`src/rtl/vending_pkg.sv`:
```
// ---------------------------------------------------------------------------
// vending_pkg
// Shared types and constants for the vending controller slice.
//   state_t        : controller states (IDLE, CREDIT, VEND, CHANGE)
//   COIN_UNIT      : smallest coin value; all credit and prices are multiples
//   QUARTER_VAL    : value of a quarter in cents
//   DOLLAR_VAL     : value of a dollar coin in cents
//   default_price  : reset price of a product given its index
// ---------------------------------------------------------------------------
package vending_pkg;

  typedef enum logic [1:0] {
    IDLE   = 2'd0,
    CREDIT = 2'd1,
    VEND   = 2'd2,
    CHANGE = 2'd3
  } state_t;

  localparam int unsigned COIN_UNIT   = 25;
  localparam int unsigned QUARTER_VAL = 25;
  localparam int unsigned DOLLAR_VAL  = 100;

  // Price ladder used at reset: base price plus a fixed step per index.
  function automatic int unsigned default_price(input int unsigned idx,
                                                input int unsigned base,
                                                input int unsigned step);
    return base + idx * step;
  endfunction

endpackage

```
`src/rtl/vending_change_dispenser.sv`:
```
// ---------------------------------------------------------------------------
// change_dispenser
// Loadable down-counter that hands out change one quarter at a time over a
// valid/ready handshake.
// Ports:
//   clk, rst_n    : clock, asynchronous active-low reset
//   load          : load load_cnt into the counter this cycle
//   load_cnt      : number of quarters to return
//   change_ready  : coin hopper accepts one quarter
//   change_valid  : a quarter is on offer (counter non-zero)
//   done          : the final quarter is being accepted this cycle
// ---------------------------------------------------------------------------
module change_dispenser #(
  parameter int unsigned CNT_W = 4
) (
  input  logic             clk,
  input  logic             rst_n,
  input  logic             load,
  input  logic [CNT_W-1:0] load_cnt,
  input  logic             change_ready,
  output logic             change_valid,
  output logic             done
);

  logic [CNT_W-1:0] r_cnt;

  // Count down one quarter per accepted beat; a new load overrides.
  always_ff @(posedge clk or negedge rst_n) begin
    if (!rst_n) begin
      r_cnt <= '0;
    end else if (load) begin
      r_cnt <= load_cnt;
    end else if (change_valid && change_ready) begin
      r_cnt <= r_cnt - 1'b1;
    end
  end

  assign change_valid = (r_cnt != '0);
  assign done         = change_valid && change_ready && (r_cnt == CNT_W'(1));

endmodule

```
`src/rtl/vending_controller.sv`:
```
// ---------------------------------------------------------------------------
// vending_controller
// Multi-product vending controller: accumulates quarter/dollar credit,
// checks selections against a programmable price table, hands the chosen
// product to the dispenser over vend_valid/vend_ready and returns change as
// quarters through change_dispenser.
// Ports:
//   clk, rst_n              : clock, asynchronous active-low reset
//   coin_q, coin_d          : quarter / dollar inserted (single-cycle pulses)
//   cancel                  : refund request
//   sel_valid, sel_idx      : product selection strobe and index
//   price_we/idx/data       : price table write port
//   balance                 : current credit in cents
//   vend_valid/idx/ready    : dispense handshake
//   change_valid/ready      : one-quarter change handshake
//   coin_bounce             : pulse, an inserted coin was returned
//   reject                  : pulse, a selection was refused
//   busy                    : high while vending or returning change
// Optional build macro STOCK_TRACK_EN adds per-product stock counters with
// ports restock_we, restock_idx, restock_qty and sold_out.
// ---------------------------------------------------------------------------
module vending_controller
  import vending_pkg::*;
#(
  parameter  int unsigned NUM_PRODUCTS = 7,
  parameter  int unsigned BAL_W        = 10,
  parameter  int unsigned MAX_BALANCE  = 250,
  parameter  int unsigned BASE_PRICE   = 75,
  parameter  int unsigned PRICE_STEP   = 25,
  parameter  int unsigned STOCK_W      = 4,
  localparam int unsigned IDX_W        = (NUM_PRODUCTS > 1) ? $clog2(NUM_PRODUCTS) : 1
) (
  input  logic             clk,
  input  logic             rst_n,
  input  logic             coin_q,
  input  logic             coin_d,
  input  logic             cancel,
  input  logic             sel_valid,
  input  logic [IDX_W-1:0] sel_idx,
  input  logic             price_we,
  input  logic [IDX_W-1:0] price_idx,
  input  logic [BAL_W-1:0] price_data,
  output logic [BAL_W-1:0] balance,
  output logic             vend_valid,
  output logic [IDX_W-1:0] vend_idx,
  input  logic             vend_ready,
  output logic             change_valid,
  input  logic             change_ready,
  output logic             coin_bounce,
  output logic             reject,
  output logic             busy
`ifdef STOCK_TRACK_EN
  ,
  input  logic                    restock_we,
  input  logic [IDX_W-1:0]        restock_idx,
  input  logic [STOCK_W-1:0]      restock_qty,
  output logic [NUM_PRODUCTS-1:0] sold_out
`endif
);

  localparam int unsigned    CNT_W   = $clog2(MAX_BALANCE / COIN_UNIT + 1);
  localparam logic [BAL_W:0] MAX_EXT = (BAL_W + 1)'(MAX_BALANCE);
  localparam logic [BAL_W:0] Q_EXT   = (BAL_W + 1)'(QUARTER_VAL);
  localparam logic [BAL_W:0] D_EXT   = (BAL_W + 1)'(DOLLAR_VAL);

  state_t           r_state;
  logic [BAL_W-1:0] r_balance;
  logic             r_vend_valid;
  logic [IDX_W-1:0] r_vend_idx;
  logic             r_coin_bounce;
  logic             r_reject;
  logic [BAL_W-1:0] r_price [NUM_PRODUCTS];

  logic             w_sel_in_range;
  logic [BAL_W-1:0] w_sel_price;
  logic             w_stock_ok;
  logic             w_sel_ok;
  logic [BAL_W:0]   w_sum_q;
  logic [BAL_W:0]   w_sum_d;
  logic             w_bounce_q;
  logic             w_bounce_d;
  logic             w_credit_state;
  logic             w_cancel_go;
  logic             w_vend_done;
  logic             w_load;
  logic [CNT_W-1:0] w_load_cnt;
  logic             w_change_valid;
  logic             w_change_done;
  logic             w_price_ok;

  // Selection qualification: index must exist and credit must cover price.
  assign w_sel_in_range = (int'(sel_idx) < int'(NUM_PRODUCTS));
  assign w_sel_price    = w_sel_in_range ? r_price[sel_idx] : '0;
  assign w_sel_ok       = w_sel_in_range && w_stock_ok && (r_balance >= w_sel_price);

  // Quarter is judged first, then the dollar against the updated total, so
  // a quarter that fits can still be kept when the dollar is bounced.
  always_comb begin
    w_sum_q    = {1'b0, r_balance};
    w_bounce_q = 1'b0;
    if (coin_q) begin
      if (w_sum_q + Q_EXT <= MAX_EXT) w_sum_q = w_sum_q + Q_EXT;
      else                            w_bounce_q = 1'b1;
    end
    w_sum_d    = w_sum_q;
    w_bounce_d = 1'b0;
    if (coin_d) begin
      if (w_sum_d + D_EXT <= MAX_EXT) w_sum_d = w_sum_d + D_EXT;
      else                            w_bounce_d = 1'b1;
    end
  end

  // Dispenser load happens on the same edge the FSM enters CHANGE, so the
  // first quarter is offered the cycle CHANGE becomes visible. In VEND the
  // balance register already holds the remainder.
  assign w_credit_state = (r_state == IDLE) || (r_state == CREDIT);
  assign w_cancel_go    = w_credit_state && cancel && (r_balance != '0);
  assign w_vend_done    = (r_state == VEND) && r_vend_valid && vend_ready;
  assign w_load         = w_cancel_go || (w_vend_done && (r_balance != '0));
  assign w_load_cnt     = CNT_W'(r_balance / BAL_W'(COIN_UNIT));

  change_dispenser #(
    .CNT_W (CNT_W)
  ) u_change (
    .clk          (clk),
    .rst_n        (rst_n),
    .load         (w_load),
    .load_cnt     (w_load_cnt),
    .change_ready (change_ready),
    .change_valid (w_change_valid),
    .done         (w_change_done)
  );

  // Main controller. Cancel beats selection beats coins; any coin arriving
  // while cancel or a selection wins, or while busy, is handed back.
  always_ff @(posedge clk or negedge rst_n) begin
    if (!rst_n) begin
      r_state       <= IDLE;
      r_balance     <= '0;
      r_vend_valid  <= 1'b0;
      r_vend_idx    <= '0;
      r_coin_bounce <= 1'b0;
      r_reject      <= 1'b0;
    end else begin
      r_coin_bounce <= 1'b0;
      r_reject      <= 1'b0;
      case (r_state)
        IDLE, CREDIT: begin
          if (w_cancel_go) begin
            r_balance     <= '0;
            r_state       <= CHANGE;
            r_coin_bounce <= coin_q || coin_d;
          end else if (sel_valid) begin
            r_coin_bounce <= coin_q || coin_d;
            if (w_sel_ok) begin
              r_balance    <= r_balance - w_sel_price;
              r_vend_valid <= 1'b1;
              r_vend_idx   <= sel_idx;
              r_state      <= VEND;
            end else begin
              r_reject <= 1'b1;
            end
          end else begin
            r_balance     <= w_sum_d[BAL_W-1:0];
            r_coin_bounce <= w_bounce_q || w_bounce_d;
            r_state       <= (w_sum_d != '0) ? CREDIT : IDLE;
          end
        end
        VEND: begin
          r_coin_bounce <= coin_q || coin_d;
          if (w_vend_done) begin
            r_vend_valid <= 1'b0;
            if (r_balance == '0) begin
              r_state <= IDLE;
            end else begin
              r_balance <= '0;
              r_state   <= CHANGE;
            end
          end
        end
        CHANGE: begin
          r_coin_bounce <= coin_q || coin_d;
          // Leaving on an empty counter guards against a zero-quarter load.
          if (w_change_done || !w_change_valid) r_state <= IDLE;
        end
        default: r_state <= IDLE;
      endcase
    end
  end

  // Price table: only sane prices at existing indices are stored.
  assign w_price_ok = price_we
                   && (int'(price_idx) < int'(NUM_PRODUCTS))
                   && (price_data != '0)
                   && ((price_data % BAL_W'(COIN_UNIT)) == '0)
                   && (price_data <= BAL_W'(MAX_BALANCE));

  always_ff @(posedge clk or negedge rst_n) begin
    if (!rst_n) begin
      for (int i = 0; i < int'(NUM_PRODUCTS); i++) begin
        r_price[i] <= BAL_W'(default_price(unsigned'(i), BASE_PRICE, PRICE_STEP));
      end
    end else if (w_price_ok) begin
      r_price[price_idx] <= price_data;
    end
  end

`ifdef STOCK_TRACK_EN
  localparam logic [STOCK_W:0] STOCK_MAX = {1'b0, {STOCK_W{1'b1}}};

  logic [STOCK_W-1:0] r_stock      [NUM_PRODUCTS];
  logic [STOCK_W-1:0] w_stock_next [NUM_PRODUCTS];

  // Vend handshake takes one item; restock adds and saturates at full.
  always_comb begin
    for (int i = 0; i < int'(NUM_PRODUCTS); i++) begin : g_next
      logic [STOCK_W:0] v_sum;
      v_sum = {1'b0, r_stock[i]};
      if (w_vend_done && (int'(r_vend_idx) == i)) v_sum = v_sum - 1'b1;
      if (restock_we && (int'(restock_idx) == i)) v_sum = v_sum + {1'b0, restock_qty};
      w_stock_next[i] = (v_sum > STOCK_MAX) ? STOCK_MAX[STOCK_W-1:0] : v_sum[STOCK_W-1:0];
    end
  end

  always_ff @(posedge clk or negedge rst_n) begin
    if (!rst_n) begin
      for (int i = 0; i < int'(NUM_PRODUCTS); i++) r_stock[i] <= '0;
    end else begin
      for (int i = 0; i < int'(NUM_PRODUCTS); i++) r_stock[i] <= w_stock_next[i];
    end
  end

  always_comb begin
    sold_out = '0;
    for (int i = 0; i < int'(NUM_PRODUCTS); i++) sold_out[i] = (r_stock[i] == '0);
  end

  assign w_stock_ok = w_sel_in_range && (r_stock[sel_idx] != '0);
`else
  assign w_stock_ok = 1'b1;
`endif

  assign balance      = r_balance;
  assign vend_valid   = r_vend_valid;
  assign vend_idx     = r_vend_idx;
  assign change_valid = w_change_valid;
  assign coin_bounce  = r_coin_bounce;
  assign reject       = r_reject;
  assign busy         = (r_state == VEND) || (r_state == CHANGE);

endmodule

```
`config.mk`:
```
export PLATFORM = sky130hd
export DESIGN_NAME = vending_controller
export DESIGN_NICKNAME = d
export VERILOG_FILES = /design/src/rtl/vending_pkg.sv /design/src/rtl/vending_change_dispenser.sv /design/src/rtl/vending_controller.sv
export SDC_FILE = /design/constraint.sdc
export NUM_CORES = 1
export LEC_CHECK = 0
export CORE_MARGIN = 2
export CORE_UTILIZATION = 60
export CTS_BUF_LIST = sky130_fd_sc_hd__clkbuf_8
export CTS_CLUSTER_SIZE = 16
export DETAILED_ROUTE_END_ITERATION = 8
export PLACE_DENSITY_LB_ADDON = 0.15
export SKIP_CTS_REPAIR_TIMING = 1
export SLEW_MARGIN = 20
export SYNTH_ARGS = -nofsm -noshare
export SYNTH_HDL_FRONTEND = slang
export SYNTH_SLANG_ARGS = --single-unit
```
`constraint.sdc`:
```
create_clock -name clk -period 14.8 [get_ports clk]
set_input_delay 2.96 -clock clk [delete_from_list [all_inputs] [get_ports clk]]
set_output_delay 2.96 -clock clk [all_outputs]
set_load 0.005 [all_outputs]
```
==> key figures, run 1 <==
Outcome
  – Outcome: completed

Logic synthesis
  – EDFF count, synth: 0
  – YS warnings: 0
  – Mapped cell area: 0.00757 mm^2
  – #FFs+latches synth: between 90 and 100
  – Mapped Cells: around 830
  – Sequential share of the synthesized area: between 30% and 40%
  – Synth async-reset ratio: 100%
  – Post-Synthesis Net Count: between 800 and 900
  – Mean Syn Cell Area: ~9.1 um^2
  – Synth Flop Type: dfrtp_1
  – Synth cell types: slightly below 90

Setup path
  – CP Max Fanout: 34
  – Worst r2r src: balance[1]$_DFFE_PN0P_
  – CP Capture Type: flip-flop
  – Arrival time worst endpoint: 9.43 ns
  – Cell with the most instances on the worst path: nand2_1
  – Reg2Reg Depth: 19
  – Slowest stage cell, crit path: clkdlybuf4s50_1
  – Flop-to-flop setup slack: approximately 9.5 ns
  – Crit path cell chain: clkdlybuf4s50_1 -> nand2_1 -> and3_4 -> a311oi_4 -> nand3_1 -> mux2_2 -> o21ai_2 -> nand2_1 -> xnor2_1 -> ha_1 -> a21boi_2 -> o21ai_1 -> nand2_1 -> xnor2_1 -> ha_1 -> inv_1 -> nor4_1 -> nor2_1 -> o2bb2ai_1 -> a21o_1 -> nand4_4 -> mux2_1
  – Worst setup SP type: primary input
  – Reg-to-Reg End: r_state[0]$_DFFE_PN0P_
  – Required time worst endpoint: between 15 and 20 ns
  – CP Class: primary input to flip-flop
  – Largest stage delay on the critical path: 1.18 ns

Route
  – DR vias: roughly 6700
  – Routed WL: between 15000 and 20000 um
  – Post-route ant nets: 0
  – Routed len/inst: approximately 18 um
  – Pre-antenna DRT Iters: 5
  – Vias/cell: roughly 6.6
  – Remaining DRCs: 0
  – Number of DRC markers in iteration 0: roughly 600

Clock tree
  – Later-pin clock latency in the skew report: about 0.37 ns
  – Num CTS Buffers: 9
  – Num Clock Sinks: between 90 and 100
  – CTS tree: built
  – Clock Pin Slew Worst Setup and Hold Paths: 0.10 ns
  – Root Driver: clkbuf_8
  – H-tree depth: 3
  – Clk buf depth: 2

STA
  – Final setup fails: 0
  – Max-slew violations: 0
  – Period utilization: between 60 and 70%
  – Sum Neg Setup Slack: 0 ns
  – Worst-margin pin slew: roughly 1.1 ns
  – Max Clock Freq: around 110 MHz
  – Slew HR: 28.0%
  – Min Tclk post-route: about 9.2 ns
  – Hold Vio Cnt, Final: 0
  – Final Skew: 0.0119 ns
  – RSZ-0062 raised after global routing: no

Floorplan
  – Die H: between 100 and 150 um
  – Area of the die: 0.0135 mm^2
  – CORE AREA: 0.0125 mm^2
  – Row count: 41
  – Initial Util: between 60% and 70%
  – Ports: 43
  – Die W: 116 um

Final layout
  – Final cell utilization of the core: 66.1%
  – Most frequent cells in the layout: 73 x nand2_1, 62 x dfrtp_1, 56 x mux2_2, 51 x nor2_1, 48 x a21oi_1
  – Most common cell after layout, fill and taps aside: nand2_1
  – Final nets: between 800 and 900
  – Share of layout cells above drive strength 1: around 17%
  – Antenna cells: 0
  – Layout area overhead: 8.76%
  – FILL cells: about 1000

Min path
  – Hold WC Path Type: flip-flop to flip-flop
  – Hold-critical path depth: 1
  – WHS Endpoint: r_price[28]$_DFFE_PN0P_
  – HP Start: r_price[28]$_DFFE_PN0P_

Pwr
  – Leak: approximately 3.5 nW
  – Pwr/cell area: 163 mW/mm^2
  – VDD IR max: approximately 80 uV
  – Overall power: 1.34 mW

Global route
  – Vias in the first global route: 6200
  – Pin count of the biggest net entering global routing: 63
  – Number of antenna violations at the first check in global routing: 0
  – First-pass GRT wire length: ~31000 um
  – Remaining Overflow, GRT: 0
  – GRT Total Usage: between 20% and 30%

Run
  – Max_cap viols: 0

Place
  – Hpwl dp: ~14000 um
  – GP Congestion: 0.972
  – IO buf count: between 40 and 50
synthesized netlist by cell type (9+ instances only):
cell type / count / area [um^2]
nand4_1: 10 / 62.6
inv_1: 31 / 116
ha_1: 24 / 300
nor2b_1: 10 / 62.6
xnor2_1: 26 / 228
o22ai_1: 9 / 56.3
dfstp_2: 30 / 788
a21o_1: 12 / 90.1
nor2_1: 51 / 191
mux2i_1: 21 / 210
a211o_1: 9 / 78.8
dfrtp_1: 62 / 1550
and2_1: 18 / 113
nand3_1: 21 / 105
nor3_1: 21 / 105
nand2b_1: 10 / 62.6
buf_2: 10 / 50.1
nand2_1: 73 / 274
clkbuf_1: 38 / 143
mux4_2: 10 / 225
o21ai_0: 41 / 205
o31ai_1: 11 / 82.6
mux2_2: 56 / 631
a21oi_1: 48 / 240
a31oi_1: 9 / 56.3
a211oi_1: 9 / 67.6
o211ai_1: 18 / 135
report_power, final:
group / switching, mW / internal [mW]
Sequential: 0.0812 / 0.307
Combinational: 0.445 / 0.337
Clock: 0.105 / 0.0686
Total: 0.631 / 0.712
state kept, by name, summed over array words and instances (netlist names):
signal / cells
r_price: 70
coin_bounce: 1
vend_idx: 3
reject: 1
u_change.r_cnt: 4
balance: 10
r_state: 2
vend_valid: 1
routing by layer:
metal	share of wire, %	global-route usage [%]	vias to the layer above
met5	0	0	-
met4	2.1	8.89	0
met3	4.4	3.32	34
met2	50	48.1	227
met1	44	38.1	3273
li1	-	-	3126
critical path, delay by kind of cell:
| kind | cells | cell delay (ns) |
|---|---|---|
| buffers and inverters | 2 | 1.23 |
| AOI/OAI and AO/OA | 6 | 1.70 |
| xor gates and xnor gates | 2 | 0.38 |
| adders and majority gates | 2 | 0.48 |
| and+or+nand+nor | 8 | 1.84 |
| muxes | 2 | 0.81 |
cell type report:
type                    count  area, um^2  share of cell area [%]
multi-input cells         658        4890                    59.4
flip-flops and latches     92        2340                    28.4
repair buffers             47         455                    5.53
well taps                 172         215                    2.61
clock buffers               9         124                    1.50
inverters                  31         116                    1.41
clock inverters             7        91.3                    1.11
worst max path at each step:
stage	startpoint	end	depth (start not counted)
4_1_cts	price_data[7]	r_price[33]$_DFFE_PN0P_	22
2_1_floorplan	price_data[4]	r_price[24]$_DFFE_PN0P_	24
3_3_place_gp	price_data[7]	r_price[33]$_DFFE_PN0P_	22
3_5_place_dp	price_data[7]	r_price[33]$_DFFE_PN0P_	22
6_report	price_data[7]	r_price[33]$_DFFE_PN0P_	22
5_1_grt	price_data[7]	r_price[24]$_DFFE_PN0P_	22
through the flow:
stage          hold slack [ns]  area [um^2]  cells  setup WS (ns)
3_5_place_dp             0.474         8020   1000           5.31
6_report                 0.496         8230   1016           5.62
4_1_cts                  0.497         8230   1016           5.69
5_1_grt                  0.501         8230   1016           5.05
3_3_place_gp             0.463         8020   1000           5.58
2_1_floorplan            0.448         7570    834           7.20
logic make-up (layout without fill, tap and decap cells):
| family | Yosys count | count (layout) | share of synthesized area [%] |
|---|---|---|---|
| AND/OR/NAND/NOR | 273 | 273 | 20.1 |
| AO/OA/AOI/OAI | 234 | 234 | 21.5 |
| multiplexers | 93 | 93 | 15.0 |
| flip-flops | 92 | 92 | 30.9 |
| buffers and inverters | 84 | 94 | 4.48 |
| XOR/XNOR | 33 | 33 | 3.82 |
| adder cells (fa/ha/maj) | 25 | 25 | 4.23 |
Power figures use the tool's default switching activity.
==> run 2: changes to the inputs <==
--- a/config.mk
+++ b/config.mk
@@ -6,7 +6,7 @@
 export NUM_CORES = 1
 export LEC_CHECK = 0
 export CORE_MARGIN = 2
-export CORE_UTILIZATION = 60
+export CORE_UTILIZATION = 57
 export CTS_BUF_LIST = sky130_fd_sc_hd__clkbuf_8
 export CTS_CLUSTER_SIZE = 16
 export DETAILED_ROUTE_END_ITERATION = 8
==> constraint.sdc (replaced) <==
create_clock -name clk -period 8.3 [get_ports clk]
set_input_delay 1.66 -clock clk [delete_from_list [all_inputs] [get_ports clk]]
set_output_delay 1.66 -clock clk [all_outputs]
set_load 0.005 [all_outputs]
==> run 2 against run 1 <==
Die area grew 5.1%. Combinational power grew 79%. Total power grew 81%. Clock skew grew 0.0093 ns. Critical path type unchanged. Highest routed layer unchanged.
==> key figures, run 2 (same netlist as run 1, synthesis figures left out) <==
Final layout
  – Layout area overhead: 10.0%
  – Antenna cells: 0 (unchanged)
  – Multi-input logic area: 0.00489 mm^2 (unchanged)
  – Final cell utilization of the core: 63.6% (-2.4 points)
  – Register Area: 0.00234 mm^2 (unchanged)
  – FILL cells: 1031 (-0.96%)
  – Final nets: 899 (+1.1%)
  – Most frequent cells in the layout: 73 x nand2_1, 62 x dfrtp_1, 56 x mux2_2, 51 x nor2_1, 48 x a21oi_1
  – Most common cell after layout, fill and taps aside: nand2_1
  – Number of flip-flops under the largest register name: 70 (unchanged)
  – Cell Count, Final, Fillers Out: 1030 (+1.4%)
  – Largest Register: r_price
  – Share of layout cells above drive strength 1: 17.6% (+0.98 points)

Setup path
  – CP Max Fanout: 18 (-47%)
  – Arrival time worst endpoint: 7.80 ns (-1.63 ns)
  – Crit path cell chain: clkdlybuf4s50_1 -> buf_4 -> or3b_1 -> nand2_1 -> a211o_1 -> a21oi_1 -> o311a_1 -> o21ai_2 -> nand2_1 -> xnor2_1 -> ha_1 -> a21boi_2 -> o21ai_1 -> nand2_1 -> xnor2_1 -> ha_1 -> inv_1 -> nor4_1 -> nor2_1 -> o2bb2ai_1 -> a21o_1 -> nand4_4 -> mux2_1
  – Slowest stage cell, crit path: clkdlybuf4s50_1
  – Worst r2r src: balance[1]$_DFFE_PN0P_
  – Required time worst endpoint: 8.55 ns (-6.50 ns)
  – CP top delay family: compound AO/OA/AOI/OAI gates
  – Buf+Inv Stages, Crit Path: 3 (+1)
  – Worst setup startpoint: price_data[7]
  – CP Capture Type: flip-flop
  – CP Class: primary input to flip-flop
  – Largest stage delay on the critical path: 0.68 ns (-0.50 ns)
  – Worst setup SP type: primary input
  – Cell with the most instances on the worst path: nand2_1

Global route
  – Remaining Overflow, GRT: 0 (unchanged)
  – GRT Total Usage: 27.6% (-0.73 points)
  – Number of antenna violations at the first check in global routing: 0 (unchanged)
  – Vias in the first global route: 6350 (+2.4%)
  – First-pass GRT wire length: 31600 um (+2.7%)
  – Pin count of the biggest net entering global routing: 49 (-22%)

Pwr
  – Net Sw Frac: 46.5% (-0.54 points)
  – Pwr/cell area: 292 mW/mm^2 (+79%)
  – VDD IR max: 146 uV (+77%)
  – Leak: 3.54 nW (+1.6%)
  – Int Pwr: 1.30 mW (+83%)
  – Combinational Power Share: 57.7% (-0.5 points)
  – Overall power: 2.43 mW (+81%)
  – Flop pwr share: 28.6% (-0.3 points)
  – Clock Power Share: 13.7% (+0.8 points)
  – Net switching power: 1.13 mW (+79%)

Clock tree
  – Clk buf depth: 2 (unchanged)
  – Num CTS Buffers: 9 (unchanged)
  – Later-pin clock latency in the skew report: 0.38 ns (about the same)
  – Root Driver: clkbuf_8
  – CTS tree: built
  – Num Clock Sinks: 92 (unchanged)
  – H-tree depth: 3 (unchanged)
  – Clock Pin Slew Worst Setup and Hold Paths: 0.10 ns (about the same)

Min path
  – HP Start: r_price[59]$_DFFE_PN0P_
  – Hold WC Path Type: flip-flop to flip-flop

Route
  – DR vias: 6638 (-0.33%)
  – Post-route ant nets: 0 (unchanged)
  – Vias/cell: 6.44 (-1.7%)
  – Remaining DRCs: 0 (unchanged)
  – Pre-antenna DRT Iters: 6 (+1)
  – Number of DRC markers in iteration 0: 464 (-23%)
  – Routed len/inst: 18.8 um (+2.2%)
  – Routed WL: 19300 um (+3.7%)

Floorplan
  – CORE AREA: 0.0131 mm^2 (+5.0%)
  – Initial Util: 57.9% (-2.9 points)
  – Row count: 42 (+2.4%)
  – Die W: 119 um (+2.5%)
  – Die H: 119 um (+2.5%)
  – Ports: 43 (unchanged)
  – Area of the die: 0.0142 mm^2 (+5.1%)

STA
  – Hold Vio Cnt, Final: 0 (unchanged)
  – Final setup fails: 0 (unchanged)
  – Sum Neg Setup Slack: 0 ns (unchanged)
  – Slew HR: 44.1% (+16 points)
  – Worst-margin pin slew: 0.839 ns (-0.237 ns)
  – Period utilization: between 90% and 100%
  – Final Skew: 0.0212 ns (+0.00928 ns)
  – RSZ-0062 raised after global routing: no
  – Max Clock Freq: between 100 and 150 MHz
  – Min Tclk post-route: between 7 and 8 ns
  – Max-slew violations: 0 (unchanged)

Place
  – IO buf count: 42 (unchanged)
  – GP Congestion: 0.894 (-8.0%)
  – Placed cells: 1014 (+1.4%)
  – Hpwl dp: 14200 um (+3.9%)

Outcome
  – Outcome: completed

Run
  – Max_cap viols: 0 (unchanged)
run 2: cell types whose count changed in the layout (fill, tap and decap cells not counted), sizes merged:
cell	delta
buf	+10
bufinv	+1
inv	-1
run 2: cell type report:
type,count,area share [%]
Tap cell,176,2.64
Sequential cell,92,28.1
Multi-Input combinational cell,658,58.7
Clock inverter,7,1.26
Clock buffer,9,1.49
Inverter,31,1.40
Timing Repair Buffer,57,6.37
run 2: power groups by stage:
stage / logic [mW] / clock network [mW] / registers [mW]
after CTS: 1.39 / 0.344 / 0.689
after global routing: 1.55 / 0.358 / 0.709
after global placement: 1.34 / 0 / 0.688
after floorplan: 1.10 / 0 / 0.613
final: 1.40 / 0.334 / 0.694
after detailed placement: 1.38 / 0 / 0.697
run 2: per-stage QoR:
step | instance area [um^2] | hold WS [ns] | setup slack [ns]
floorplan | 7570 | 0.448 | 2.00
global placement | 8100 | 0.465 | 0.643
detailed placement | 8100 | 0.471 | 0.429
CTS | 8330 | 0.497 | 0.816
global route | 8330 | 0.507 | 0.291
finish | 8330 | 0.496 | 0.750
run 2: worst register-to-register path, delay by kind of cell, from the launching register on:
kind / cells / cell delay [ns]
AOI/OAI and AO/OA: 9 / 2.14
and+or+nand+nor: 5 / 0.83
DFF: 1 / 0.75
adders and majority gates: 2 / 0.73
buffers and inverters: 2 / 0.55
xor gates and xnor gates: 1 / 0.18
run 2: layer usage:
layer,global-route usage [%],vias up,part of all wire [%]
met2,46.8,184,50
met4,12.1,0,2.8
met3,3.64,45,3.9
met1,35.2,3254,43
li1,-,3155,-
met5,0,-,0
run 2: path summary, 6_finish.rpt:
path                       slack [ns]                       to  cells past startpoint
max                              0.75   r_price[2]$_DFFE_PN0P_                     23
min                              0.50  r_price[59]$_DFFE_PN0P_                      1
max reg2reg                      3.02   r_state[0]$_DFFE_PN0P_                     19
min reg2reg                      0.50  r_price[59]$_DFFE_PN0P_                      1
max in group asynchronous        5.98   balance[8]$_DFFE_PN0P_                      2
min in group asynchronous        1.25  r_price[36]$_DFFE_PN0P_                      1
